[config.mk]
export PLATFORM = sky130hd
export DESIGN_NAME = x_tag_receiver
export DESIGN_NICKNAME = d
export VERILOG_FILES = /design/src/rtl/x_tag_receiver.sv
export SDC_FILE = /design/constraint.sdc
export NUM_CORES = 1
export LEC_CHECK = 0
export ABC_AREA = 0
export CAP_MARGIN = 20
export CORE_ASPECT_RATIO = 1.2
export CORE_MARGIN = 3
export CORE_UTILIZATION = 30
export DETAILED_ROUTE_END_ITERATION = 10
export MAX_ROUTING_LAYER = met4
export PLACE_DENSITY = 0.49
export SYNTH_ARGS = -nofsm -noshare
export SYNTH_HDL_FRONTEND = slang
export SYNTH_SLANG_ARGS = --single-unit
[constraint.sdc]
create_clock -name clk -period 2 [get_ports clk]
set_input_delay 0.3 -clock clk [delete_from_list [all_inputs] [get_ports clk]]
set_output_delay 0.3 -clock clk [all_outputs]
set_load 0.05 [all_outputs]
[src/rtl/x_tag_receiver.sv]
// x_tag_receiver: receiving end of the tagged X-bus.
// Captures bus words whose tag matches this column's id into a small
// first-word-fall-through FIFO and hands them to the local PE through a
// valid/ready handshake.
//
// Optional feature: define X_RECV_BROADCAST_EN to also accept the all-ones
// tag as a broadcast in every instance.
//
// Ports:
//   clk, rst            - clock; asynchronous active-low reset
//   x_id                - column id of this instance (registered before use)
//   from_Ybus_tag_x     - destination column tag on the bus
//   from_Ybus_enable    - bus word valid this cycle
//   from_Ybus_value     - bus data
//   to_Ybus_ready       - receiver can accept a word (FIFO not full)
//   to_pe_valid         - FIFO head valid
//   to_pe_value         - FIFO head data (zero when not valid)
//   from_pe_ready       - PE consumes the head this cycle
//   fifo_count          - current occupancy
//   overflow_err        - sticky: matching word arrived while full
module x_tag_receiver #(
    parameter int unsigned DEPTH  = 4,
    parameter int unsigned DATA_W = 32,
    parameter int unsigned TAG_W  = 9
) (
    input  logic                       clk,
    input  logic                       rst,
    input  logic [TAG_W-1:0]           x_id,
    input  logic [TAG_W-1:0]           from_Ybus_tag_x,
    input  logic                       from_Ybus_enable,
    input  logic [DATA_W-1:0]          from_Ybus_value,
    output logic                       to_Ybus_ready,
    output logic                       to_pe_valid,
    output logic [DATA_W-1:0]          to_pe_value,
    input  logic                       from_pe_ready,
    output logic [$clog2(DEPTH):0]     fifo_count,
    output logic                       overflow_err
);

    localparam int unsigned PTR_W = $clog2(DEPTH);
    localparam int unsigned CNT_W = PTR_W + 1;

    logic [DATA_W-1:0] mem [DEPTH];
    logic [PTR_W-1:0]  wr_ptr;
    logic [PTR_W-1:0]  rd_ptr;
    logic [TAG_W-1:0]  x_id_save;
    logic              tag_hit;
    logic              match;
    logic              full;
    logic              push;
    logic              pop;

    // Tag compare against the registered id; broadcast tag optionally accepted.
`ifdef X_RECV_BROADCAST_EN
    assign tag_hit = (from_Ybus_tag_x == x_id_save) ||
                     (from_Ybus_tag_x == {TAG_W{1'b1}});
`else
    assign tag_hit = (from_Ybus_tag_x == x_id_save);
`endif

    assign match         = from_Ybus_enable && tag_hit;
    assign full          = (fifo_count == CNT_W'(DEPTH));
    assign to_Ybus_ready = !full;
    assign push          = match && to_Ybus_ready;
    assign to_pe_valid   = (fifo_count != '0);
    assign pop           = to_pe_valid && from_pe_ready;
    assign to_pe_value   = to_pe_valid ? mem[rd_ptr] : '0;

    // Control state: id register, pointers, occupancy, sticky overflow.
    always_ff @(posedge clk or negedge rst) begin
        if (!rst) begin
            x_id_save    <= '0;
            wr_ptr       <= '0;
            rd_ptr       <= '0;
            fifo_count   <= '0;
            overflow_err <= 1'b0;
        end else begin
            x_id_save <= x_id;
            if (push) wr_ptr <= wr_ptr + PTR_W'(1);
            if (pop)  rd_ptr <= rd_ptr + PTR_W'(1);
            case ({push, pop})
                2'b10:   fifo_count <= fifo_count + CNT_W'(1);
                2'b01:   fifo_count <= fifo_count - CNT_W'(1);
                default: fifo_count <= fifo_count;
            endcase
            // A matching word while full means the transmitter ignored ready.
            if (match && full) overflow_err <= 1'b1;
        end
    end

    // Storage array; contents are not reset.
    always_ff @(posedge clk) begin
        if (push) mem[wr_ptr] <= from_Ybus_value;
    end

endmodule

=== Word level (Yosys, flattened, before mapping) ===
Memories as Yosys holds them, arrays and structs flattened.
Index checks and enable logic that the tools add are counted.

* Reduce and logical (&&, ||, !) cells: 7
* Muxes and demuxes: 4
* Eq/ne operators: 4
* $add $sub $neg: 4

{| class="wikitable"
|+ Operators with widths
! kind !! count
|-
| $mux 32 || 1
|-
| $eq 9x9->1 || 1
|-
| $pmux 3 s2 || 1
|-
| $add 2x1->2 const B || 2
|-
| $logic_and 1x1->1 || 4
|-
| $add 3x1->3 const B || 1
|-
| $eq 3x3->1 const B || 1
|-
| $reduce_bool 3->1 || 1
|-
| $sub 3x1->3 const B || 1
|-
| $eq 2x1->1 const B || 1
|-
| $eq 2x2->1 const B || 1
|-
| $mux 1 || 2
|-
| $reduce_bool 2->1 || 1
|-
| $logic_not 1->1 || 1
|}

* Memories: 1
* RAM bits: 128
* Logic and storage cells: 25
* Register bits after elaboration: 17
* Input bits: 54

{| class="wikitable"
|+ Memory list
! memory !! words !! bits a word !! read ports !! clocked after memory_dff !! write ports !! line !! source
|-
| mem || 4 || 32 || 1 || 0 || 1 || 43 || <nowiki>logic [DATA_W-1:0] mem [DEPTH];</nowiki>
|}

=== Longest topological paths before layout ===
* Depth in word-level cells: 5
* Depth in mapped cells: 10
* Depth with buffers taken out: 10

=== Least setup slack after synthesis ===
OpenSTA, ideal clock, no wires.

* Path type: reg2reg
* Start: register fifo_count[1]
* End: register fifo_count[2]
* Stages on the path, launching flop included: 11
* Setup time: 145 ps
* Slack: -668 ps
* Arrival: 2524 ps
* Clock period less this slack: 2668 ps
* Data required time: 1855 ps
* Cells stage by stage: dfrtp_1 inv_1 nand3_1 nor4b_4 inv_1 ha_1 inv_1 fa_1 xor2_1 nor2_1 xor2_1

* Longest elaborated chain between the ends: 5
* Elaborated cells on any way between the ends: 11

{| class="wikitable"
|+ RTL lines
! element !! line !! source
|-
| from (decl) || 36 || <nowiki>output logic [$clog2(DEPTH):0] fifo_count,</nowiki>
|-
| from (signal assigned) || 82 || <nowiki>2'b10: fifo_count <= fifo_count + CNT_W'(1);</nowiki>
|-
| from (signal assigned) || 83 || <nowiki>2'b01: fifo_count <= fifo_count - CNT_W'(1);</nowiki>
|-
| from (signal assigned) || 84 || <nowiki>default: fifo_count <= fifo_count;</nowiki>
|-
| $eq 3x3->1 * || 62 || <nowiki>assign full = (fifo_count == CNT_W'(DEPTH));</nowiki>
|-
| $logic_not 1->1 * || 63 || <nowiki>assign to_Ybus_ready = !full;</nowiki>
|-
| net to_Ybus_ready || 32 || <nowiki>output logic to_Ybus_ready,</nowiki>
|-
| $logic_and 1x1->1 * || 64 || <nowiki>assign push = match && to_Ybus_ready;</nowiki>
|-
| $eq 2x1->1 / $eq 2x2->1 (equally long branches) || 81 || <nowiki>case ({push, pop})</nowiki>
|-
| $pmux 3 s2 / $reduce_bool 2->1 (equally long branches) || -- ||
|}

The timed path passes the listed nets; every way through them passes the cells marked *.
A chain may end at the register's enable or synchronous reset.

=== Worst setup path after layout ===
* Start: register rd_ptr[0]
* End: output port to_pe_value[17]

* Longest elaborated chain between the ends: 2

{| class="wikitable"
|+ RTL lines
! element !! line !! source
|-
| from (decl) || 45 || <nowiki>logic [PTR_W-1:0] rd_ptr;</nowiki>
|-
| from (signal assigned) || 80 || <nowiki>if (pop) rd_ptr <= rd_ptr + PTR_W'(1);</nowiki>
|-
| $mem_v2 4x32 || -- ||
|-
| $mux 32 || 67 || <nowiki>assign to_pe_value = to_pe_valid ? mem[rd_ptr] : '0;</nowiki>
|-
| to (decl) || 34 || <nowiki>output logic [DATA_W-1:0] to_pe_value,</nowiki>
|}

Every way passes these cells.

==> flow_summary.json <==
{
  "timing.hold.ws_ps": 208,
  "layout_common_cells": "128 x edfxtp_1, 56 x clkdlybuf4s50_1, 48 x buf_12",
  "setup_viol": 34,
  "wire_per_inst_um": 17.8,
  "h-tree-depth": 4,
  "yosysWarnings": 0,
  "max_stage_delay_ps": 510,
  "r2r_end": "fifo_count[2]",
  "end_kind": "output pin",
  "status": "complete, but fails checks",
  "antenna_found_initial": 0,
  "dp.cells": 623,
  "cts_hold_buf": 0,
  "violations": "negative setup slack",
  "post-route-drc-count": 0,
  "grt_usage_pct": 12.4,
  "grt_pass1_wl_um": 17800,
  "worst_path_most_repeated_cell": "buf_12",
  "ys_seq_area_share_pct": 76.0,
  "port_buffers": 91,
  "hold_path_class": "input port to async pin",
  "crit_path_start_kind": "flip-flop",
  "mostFrequentLayoutCell": "edfxtp_1",
  "fin_ws_ps": -197,
  "required_ps": 1700,
  "finalHoldViolCount": 0,
  "root_buffer": "clkbuf_16",
  "powerDensity_nw_per_um2": 1580,
  "ios": 92,
  "clockBufferDepth": 2,
  "syn2layout_area_growth_pct": 50.2,
  "r2r_start": "fifo_count[1]",
  "cts_tree": "done",
  "worstPathCellList": "buf_12 -> clkbuf_16 -> mux4_2 -> and2_4 -> buf_12",
  "r2r_cells": 8,
  "synth-seq-cells": 145,
  "cellLeakagePower_nw": 2.98,
  "rsz0062_at_grt": "true",
  "drive_above_1_share_pct": 43.7,
  "irDropWorstVdd_mv": 0.774,
  "fill_cells": 1584,
  "die_y_um": 156,
  "drv_slew": 0,
  "cts_sinks": 145,
  "netlist_instances": 264,
  "worstPathArrival_ps": 1900,
  "path_class": "flip-flop to output pin",
  "routed_wl_um": 11900,
  "worst-path-max-fanout": 7,
  "clk_latency_ps": 410,
  "grt_max_degree": 34,
  "dp_hpwl_um": 7260,
  "drt_iter0_markers": 138,
  "slew_headroom_pct": 65.9,
  "clock_skew_ps": 10.4,
  "grt-ovfl-total": 0,
  "floorplan.initialDensity_pct": 30.7,
  "die_x_um": 131,
  "yosysUniqueCellTypes": 22,
  "syn-cell-area_um2": 5620,
  "die-area_um2": 20400,
  "path_clk_slew_ps": 60,
  "dr.pass1.iters": 4,
  "fp-row-count": 54,
  "ant_nets": 0,
  "core_region_area_um2": 18300,
  "cts-buffers-inserted": 17,
  "vias_per_cell": 4.29,
  "tightest_slew_ps": 511,
  "fin_cells": 665,
  "nets": 460,
  "syn_area_per_cell_um2": 21.3,
  "max_freq_mhz": 455,
  "cp_slowest_cell": "mux4_2",
  "drv_cap": 0,
  "grt_pass1_vias": 3239,
  "fin_crit_ps": 2200,
  "syn_nets": 324,
  "vias": 2854,
  "gp_congestion": 0.678,
  "fin_crit_sh_pct": 110,
  "r2r_slack_ps": -50
}
[power by group]
part	switching, mW	leakage (nW)	internal, mW
clock network	1.15	0.294	2.19
logic	3.05	1.35	3.42
registers	0.115	1.34	3.38
total	4.31	2.98	8.99
[worst max-delay path, delay by kind of cell (launching register included)]
kind / cells / cell delay [ps]
DFF: 1 / 380
buffers and inverters: 3 / 440
muxes: 1 / 510
and+or+nand+nor: 1 / 160
[worst max path at each step]
stage                            start               to  slack, ps  depth (start not counted)
finish                       rd_ptr[0]  to_pe_value[17]       -200                          5
global route                 rd_ptr[0]  to_pe_value[25]       -260                          5
CTS                          rd_ptr[0]   to_pe_value[6]       -290                          4
detailed placement  from_Ybus_tag_x[4]    fifo_count[2]       -390                         11
global placement    from_Ybus_tag_x[4]    fifo_count[2]       -330                         11
floorplan                fifo_count[0]    fifo_count[2]       -130                         10
[cell families after synthesis]
group / share of synthesized area, %
AO/OA/AOI/OAI: 0.156
XOR/XNOR: 2.34
adder cells (fa/ha/maj): 1.47
buffers and inverters: 1.49
flip-flops: 76.0
multiplexers: 13.3
AND/OR/NAND/NOR: 5.26
[metrics by stage]
| stage | setup TNS, ps | power [mW] | worst slack [ps] | area (µm²) | util (%) |
|---|---|---|---|---|---|
| after floorplan | -15620 | 6.61 | -134 | 5640 | - |
| after global placement | -37310 | 9.30 | -325 | 7470 | 40.8 |
| after detailed placement | -39260 | 9.33 | -388 | 7470 | 40.8 |
| after CTS | -7130 | 13.0 | -287 | 8170 | 44.6 |
| after global routing | -8720 | 13.8 | -258 | 8430 | 46.1 |
| final | -5610 | 13.3 | -197 | 8440 | 46.1 |
[cell usage after synthesis (all sizes together)]
cell type / instances / area (µm²)
o41ai: 1 / 8.76
dfrtp: 17 / 425
xor2: 3 / 26.3
and2: 37 / 236
mux2: 1 / 15.0
nand2: 2 / 7.51
ha: 5 / 62.6
fa: 1 / 20.0
nand3: 1 / 5.00
mux2i: 1 / 10.0
nand4: 2 / 12.5
clkbuf: 4 / 15.0
edfxtp: 128 / 3840
xnor2: 12 / 105
or3: 1 / 6.26
nor4b: 1 / 23.8
nor2: 1 / 3.75
buf: 7 / 42.5
mux4: 32 / 721
inv: 7 / 26.3
[routing by layer]
layer | wire length (µm) | vias up | track usage [%]
met5 | 0 | - | -
met4 | 153 | 0 | 4.26
met3 | 537 | 14 | 4.14
met2 | 6130 | 71 | 19.5
met1 | 5050 | 1458 | 15.0
li1 | - | 1311 | -
[sequential cells by signal (all words and copies together) (netlist names)]
name	count
overflow_err	1
fifo_count	3
x_id_save	9
wr_ptr	2
mem	128
rd_ptr	2
[cell type report]
cell class,instances,area (µm²),area share [%]
multi-input cells,101,1390,16.5
flip-flops and latches,145,4280,50.7
repair buffers,128,1810,21.4
inverters,7,26.3,0.311
well taps,252,315,3.74
diodes,1,2.50,0.0297
clock inverters,12,189,2.24
clock buffers,19,433,5.13
[what timing repair did]
| item | in CTS | in global routing |
|---|---|---|
| gates cloned | 0 | 6 |
| endpoints found under the hold margin | 0 | 0 |
| setup buffers | 1 | 3 |
| resized for setup | 28 | 27 |
| pin swaps | 1 | 42 |
| setup endpoints to repair | 35 | 163 |
(Power assumes the default switching activity.)
